--- src/rtl/sprite_anim_seq.sv ---
`default_nettype none
// ============================================================================
// Module   : sprite_anim_seq
// Purpose  : Steps sprite animations, fetches the 8x8 frame word from the
//            sprite ROM and streams it row by row over valid/ready.
// Options  : SPRITE_MIRROR_EN adds a 'mirror' input that bit-reverses rows.
// Revision : 1.0
// ============================================================================
module sprite_anim_seq #(
  parameter int FRAME_TICKS = 25_000_000,
  parameter int CNT_W       = 25
) (
  input  logic        clk,
  input  logic        rst_n,
  input  logic [1:0]  anim_sel,
`ifdef SPRITE_MIRROR_EN
  input  logic        mirror,
`endif
  output logic [3:0]  rom_addr,
  input  logic [63:0] rom_data,
  output logic [7:0]  row_data,
  output logic [2:0]  row_idx,
  output logic        row_valid,
  input  logic        row_ready,
  output logic        frame_done
);

  localparam logic [1:0]       c_load      = 2'd0;
  localparam logic [1:0]       c_capture   = 2'd1;
  localparam logic [1:0]       c_send      = 2'd2;
  localparam logic [CNT_W-1:0] c_tick_last = CNT_W'(FRAME_TICKS - 1);
  localparam logic [CNT_W-1:0] c_tick_one  = CNT_W'(1);

  logic [1:0]       r_state;
  logic [1:0]       w_state_nxt;
  logic [CNT_W-1:0] r_tick;
  logic             w_wrap;
  logic             r_adv_pend;
  logic             r_phase;
  logic             w_phase_nxt;
  logic [1:0]       r_sel;
  logic             r_mirror;
  logic             w_mirror_in;
  logic [63:0]      r_frame;
  logic [3:0]       r_rom_addr;
  logic [3:0]       w_addr_nxt;
  logic [7:0]       r_row_data;
  logic [2:0]       r_row_idx;
  logic             r_row_valid;
  logic             r_frame_done;
  logic             w_xfer;
  logic             w_last_row;

`ifdef SPRITE_MIRROR_EN
  assign w_mirror_in = mirror;
`else
  assign w_mirror_in = 1'b0;
`endif

  // Row r lives at bits [8*(7-r) +: 8]; 8*(7-r) is simply {~r, 3'b000}.
  function automatic logic [7:0] row_of(input logic [63:0] f, input logic [2:0] idx,
                                        input logic mir);
    logic [7:0] r;
    logic [7:0] o;
    r = f[{~idx, 3'b000} +: 8];
    for (int i = 0; i < 8; i++) o[i] = r[7-i];
    return mir ? o : r;
  endfunction

  assign w_wrap     = (r_tick == c_tick_last);
  assign w_xfer     = r_row_valid & row_ready;
  assign w_last_row = (r_row_idx == 3'd7);

  always_ff @(posedge clk or negedge rst_n) begin
    if (!rst_n) r_state <= c_load;
    else        r_state <= w_state_nxt;
  end

  always_comb begin
    w_state_nxt = r_state;
    case (r_state)
      c_load:    w_state_nxt = c_capture;
      c_capture: w_state_nxt = c_send;
      c_send:    if (w_xfer && w_last_row) w_state_nxt = c_load;
      default:   w_state_nxt = c_load;
    endcase
  end

  // Phase/address for the LOAD about to happen; a new selection restarts at phase 0.
  always_comb begin
    w_phase_nxt = r_phase;
    if (anim_sel != r_sel)  w_phase_nxt = 1'b0;
    else if (r_adv_pend)    w_phase_nxt = anim_sel[1] ? 1'b0 : ~r_phase;
    case (anim_sel)
      2'd0:    w_addr_nxt = {3'b000, w_phase_nxt};
      2'd1:    w_addr_nxt = {3'b001, w_phase_nxt};
      2'd2:    w_addr_nxt = 4'd4;
      default: w_addr_nxt = 4'd15;
    endcase
  end

  always_ff @(posedge clk or negedge rst_n) begin
    if (!rst_n) begin
      r_tick       <= '0;
      r_adv_pend   <= 1'b0;
      r_phase      <= 1'b0;
      r_sel        <= 2'd0;
      r_mirror     <= 1'b0;
      r_frame      <= '0;
      r_rom_addr   <= 4'd0;
      r_row_data   <= 8'd0;
      r_row_idx    <= 3'd0;
      r_row_valid  <= 1'b0;
      r_frame_done <= 1'b0;
    end else begin
      r_tick       <= w_wrap ? '0 : r_tick + c_tick_one;
      r_frame_done <= 1'b0;
      // A wrap coinciding with LOAD is kept for the following LOAD.
      if (r_state == c_load) r_adv_pend <= w_wrap;
      else if (w_wrap)       r_adv_pend <= 1'b1;
      case (r_state)
        c_load: begin
          r_sel      <= anim_sel;
          r_mirror   <= w_mirror_in;
          r_phase    <= w_phase_nxt;
          r_rom_addr <= w_addr_nxt;
        end
        c_capture: begin
          r_frame     <= rom_data;
          r_row_idx   <= 3'd0;
          r_row_data  <= row_of(rom_data, 3'd0, r_mirror);
          r_row_valid <= 1'b1;
        end
        c_send: begin
          if (w_xfer) begin
            if (w_last_row) begin
              r_row_valid  <= 1'b0;
              r_frame_done <= 1'b1;
            end else begin
              r_row_idx  <= r_row_idx + 3'd1;
              r_row_data <= row_of(r_frame, r_row_idx + 3'd1, r_mirror);
            end
          end
        end
        default: ;
      endcase
    end
  end

  assign rom_addr   = r_rom_addr;
  assign row_data   = r_row_data;
  assign row_idx    = r_row_idx;
  assign row_valid  = r_row_valid;
  assign frame_done = r_frame_done;

endmodule
`default_nettype wire

--- config.mk ---
export PLATFORM = sky130hd
export DESIGN_NAME = sprite_anim_seq
export DESIGN_NICKNAME = d
export VERILOG_FILES = /design/src/rtl/sprite_anim_seq.sv
export SDC_FILE = /design/constraint.sdc
export NUM_CORES = 1
export LEC_CHECK = 0
export ABC_CLOCK_PERIOD_IN_PS = 5400
export CAP_MARGIN = 40
export CORE_AREA = 3 3 110 102
export CTS_CLUSTER_SIZE = 24
export DETAILED_ROUTE_END_ITERATION = 10
export DIE_AREA = 0 0 113 105
export PLACE_DENSITY = 0.87
export RECOVER_POWER = 50
export SLEW_MARGIN = 40
export SYNTH_ARGS = -nofsm -noshare
export SYNTH_HDL_FRONTEND = slang
export SYNTH_SLANG_ARGS = --single-unit
--- constraint.sdc ---
create_clock -name clk -period 5.4 [get_ports clk]
set_input_delay 1.08 -clock clk [delete_from_list [all_inputs] [get_ports clk]]
set_output_delay 1.08 -clock clk [all_outputs]
set_load 0.05 [all_outputs]
; Word level (Yosys, flattened, before mapping)
; Index checks and enable logic that the tools add are counted.
[totals]
register_bits = 112
in_bits = 69
word_cells = 56
[op_classes]
n_addsub = 2
n_eq_ne = 11
shift = 1
mux = 21
bitwise = 3
reduce_logical = 7
[ops]
columns = op, count
row1 = $shiftx 64x7->8, 1
row2 = $add 25x1->25 const B, 1
row3 = $eq 25x25->1 const B, 1
row4 = $mux 25, 1
row5 = $mux 8, 2
row6 = $pmux 8 s2, 1
row7 = $pmux 4 s3, 1
row8 = $mux 1, 10
row9 = $ne 2x2->1 const B, 4
row10 = $mux 3, 2
row11 = $pmux 2 s3, 1
row12 = $pmux 3 s2, 1
row13 = $reduce_and 3->1, 2
row14 = $eq 2x1->1 const B, 2
row15 = $eq 2x2->1 const B, 2
row16 = $logic_not 2->1, 2
row17 = $reduce_bool 2->1, 2
row18 = $add 3x1->3 const B, 1
row19 = $eq 3x3->1 const B, 1
row20 = $not 3->3, 1
row21 = $mux 2, 1
row22 = $ne 2x2->1, 1
row23 = $pmux 1 s2, 1
row24 = $and 1x1->1, 1
row25 = 2 further kinds, 2

; Depth between registers and ports, before layout
[depth]
ltp_word = 6
ltp_mapped = 7
ltp_nobuf = 6

; Least setup slack after synthesis
; Ideal clock, no wire load.
[synth_timing]
kind = reg2reg
from = reg r_row_idx[0] (netlist: row_idx[0])
to = reg r_row_data[3] (netlist: row_data[3])
setup_time_ps = 139
arrival_ps = 2129
required_ps = 5261
slack_ps = 3132
stages_incl_launch_ff = 7
path_buffers = 2
path_cell_list = dfrtp_1 ha_1 clkbuf_1 clkbuf_1 mux4_2 a22oi_1 a22oi_1
[synth_between]
elab_chain_len = 6
elab_cells_between_ends = 9
classes_between = add/sub (1) / eq/ne (2) / shift (1) / mux (3) / bitwise (1) / reduce/logical (1)
[synth_lines]
columns = element, line
row1 = "start, declared", 48  ; logic [2:0] r_row_idx;
row2 = "start signal, assigned", 140  ; r_row_idx <= r_row_idx + 3'd1;
row3 = $add 3x1->3, 141  ; r_row_data <= row_of(r_frame, r_row_idx + 3'd1, r_mirror);
row4 = $not 3->3, 65  ; r = f[{~idx, 3'b000} +: 8];
row5 = $shiftx 64x7->8, 65
row6 = $mux 8, 136  ; if (w_last_row) begin
row7 = $mux 8, 135  ; if (w_xfer) begin
row8 = $pmux 8 s2, 121  ; case (r_state)
row9 = "end signal, assigned", 131  ; r_row_data <= row_of(rom_data, 3'd0, r_mirror);
row10 = "end signal, assigned", 141
row11 = "end, declared", 47  ; logic [7:0] r_row_data;
; Several ways; a longest one is shown, not always the timed one. The select of a mux whose other input is x is not followed.
; A chain may end at the register's enable or synchronous reset.

; Worst setup path in the final report
[layout_timing]
from = reg r_row_idx[0] (netlist: row_idx[0])
to = out row_idx[0]
[layout_rtl]
columns = element, line
row1 = "end, declared", 22  ; output logic [2:0] row_idx,
; No word-level cell between the ends.

==> results.toml <==
[pwr]
peakVddDrop_mv = 0.362
p_seq_share_pct = 40.0
p_int_w = 0.00213
combPwrFrac_pct = 39.3
swShare_pct = 37.9
p_sw_w = 0.00130
p_leak_nw = 2.95
powerDensity_nw_per_um2 = 544
p_clk_share_pct = 20.7

[logic_synthesis]
synthesis.instances = 517
synth_largest_area_cell = "dfrtp_1"
yosysSeqAreaShare_pct = 55.6
synthFlopType = "dfrtp_1"
synth_seq_cells = 112
ys_top_cells_by_area = "dfrtp_1 56%, nand2_1 17%, mux4_2 7.2%, xor2_1 1.6%, a22oi_1 1.5%"
synthArstFlopShare_pct = 100
synth_edf_count = 0
synth_cell_types = 38
postSynthAreaPerCell_um2 = 9.75
synth_nets = 589
synth_area_um2 = 5040
synth_top_area_share_pct = 55.6
yosysWarnings = 0

[setup_path]
slowest_stage = "dfrtp_1"
r2r-end = "row_data[1]"
required_ns = 4.32
worstPathMaxFanout = 19
regToRegSetupSlack_ns = 2.58
startpoint_type = "flip-flop"
max_stage_delay_ns = 1.11
crit_type = "flip-flop to output port"
crit_chain = "clkdlybuf4s50_1"
cp_num_buf_inv = 1
r2r_start = "row_idx[0]"
critPathTopFamily = "flip-flops"
r2r_cells = 5
arrival_ns = 2.45
endpoint_kind = "output port"

[grt]
antenna_found_initial = 0
grt_use_met3_pct = 5.39
gr-usage-all-layers_pct = 20.6
grtUsageMet1_pct = 25.8
grt_first_pass_wirelength_mm = 19.6
grt_use_met2_pct = 36.2
first_global_vias = 4098
grt_busiest_layer = "met2"
grt-ovfl-total = 0
grt_max_degree = 77

[hold_path]
whs_endpoint = "r_tick[0]"
hold_depth = 1
hold_path_class = "flip-flop to flip-flop"
hold_start = "r_tick[0]"

[timing]
hold_viol_final = 0
setup_viol = 0
final_max_slew_viol_count = 0
rsz0062_at_grt = "no"
tightest_slew_ns = 1.14
setup_tns_ns = 0
fin_crit_sh_pct = 65.4
period_needed_ns = 3.53
relSlewSlack_pct = 23.8
fmax_mhz = 283
hold_slack_ns = 0.452
finalClockSkew_ns = 0.0105

[floorplan]
pin_count = 86
core_um2 = 10200
initial_utilization_pct = 49.6
die_w_um = 113
dieArea_um2 = 11900
die_h_um = 105
core.rowCount = 35

[cts]
cts_resized = 0
cts.htree.levels = 3
root_buffer = "clkbuf_16"
cts_tree = "yes"
clkSlewWorstSetupHoldPaths_ns = 0.08
cts-hold-fix-buffers = 0
cts_max_path_buffers = 2
cts_sinks = 112
postCtsSetupBuffers = 0
clk_latency_ns = 0.36
numCtsBuffers = 9

[placement]
dp_hpwl_mm = 8.29
place_area_um2 = 5990
portBuffers = 85
routabilityCongestion = 0.851

[routing]
vias_per_cell = 5.50
routed_wl_mm = 11.9
route.detailed.drc = 0
drt_iter0_drc = 322
wl_per_cell_um = 16.3
dr.pass1.iters = 4
routed-via-count = 3996
ant_nets = 0

[cells_and_area]
drive_gt1_share_pct = 7.71
fin_nets = 664
nFillCells = 825
multi_input_area_um2 = 2110
final_cell_mix = "225 x nand2_1, 112 x dfrtp_1, 54 x clkdlybuf4s50_1, 30 x dlygate4sd3_1"
n_antenna_cell = 0
seqCellArea_um2 = 2800
fin_area_um2 = 6300
final_util_pct = 62.1
final_common_cell = "nand2_1"
area_growth_pct = 25.1

[run]
max_cap_violations = 0

[outcome]
run_status = "finished, final reports clean"
-- layer usage --
layer | vias up | part of all wire [%]
li1 | 1872 | -
met1 | 1986 | 39
met2 | 123 | 53
met3 | 15 | 6.5
met4 | 0 | 0.99
met5 | - | 0
-- area by class of cell --
class,count,area share (%)
Sequential cell,112,44.5
Multi-Input combinational cell,374,33.5
Timing Repair Buffer,90,14.1
Clock buffer,10,3.63
Tap cell,129,2.56
Clock inverter,6,1.45
Inverter,5,0.298
-- kinds of logic after synthesis --
logic type / count (synthesis) / synth area share [%]
AO/OA/AOI/OAI: 46 / 6.08
XOR/XNOR: 14 / 2.43
adder cells (fa/ha/maj): 3 / 0.745
buffers and inverters: 31 / 2.58
flip-flops: 112 / 55.6
multiplexers: 20 / 7.95
AND/OR/NAND/NOR: 291 / 24.6
-- stage by stage --
stage,power (W),std cells,setup WS [ns]
global route,0.00365,726,1.69
floorplan,0.00230,517,3.13
CTS,0.00345,726,2.23
finish,0.00343,726,1.87
global placement,0.00266,709,2.29
detailed placement,0.00273,710,2.63
-- registers in the layout (all words and copies together) (netlist names) --
signal      count
frame_done      1
r_frame        64
r_phase         1
r_adv_pend      1
row_valid       1
row_idx         3
r_sel           2
r_state         2
rom_addr        4
row_data        8
r_tick         25
-- cells in the mapped netlist, types with 4 or more instances --
master	instances
or4_1	4
inv_1	5
nor3_1	4
xor2_1	9
mux2i_1	4
or3_1	7
mux4_2	16
clkbuf_1	15
xnor2_1	5
nand2_1	225
o21ai_0	15
nand3_1	9
a22oi_1	10
nand4_1	7
a21oi_1	6
buf_1	7
nand2b_1	4
nor2_1	16
o31ai_1	4
dfrtp_1	112
-- worst max path at each step --
| stage | start | cells past startpoint | slack (ns) | to |
|---|---|---|---|---|
| after floorplan | row_idx[0] | 6 | 3.13 | row_data[3] |
| after global placement | row_idx[0] | 1 | 2.29 | row_idx[0] |
| after detailed placement | row_idx[0] | 1 | 2.63 | row_idx[0] |
| after CTS | row_idx[0] | 1 | 2.23 | row_idx[0] |
| after global routing | row_idx[0] | 1 | 1.69 | row_idx[0] |
| final | row_idx[0] | 1 | 1.87 | row_idx[0] |
-- power groups by stage --
stage	clock, W	combinational, W	sequential, W
4_1_cts	0.000721	0.00137	0.00137
3_3_place_gp	0	0.00130	0.00136
2_1_floorplan	0	0.000840	0.00146
6_report	0.000711	0.00135	0.00137
3_5_place_dp	0	0.00135	0.00138
5_1_grt	0.000754	0.00149	0.00140
Power figures use the tool's default switching activity.
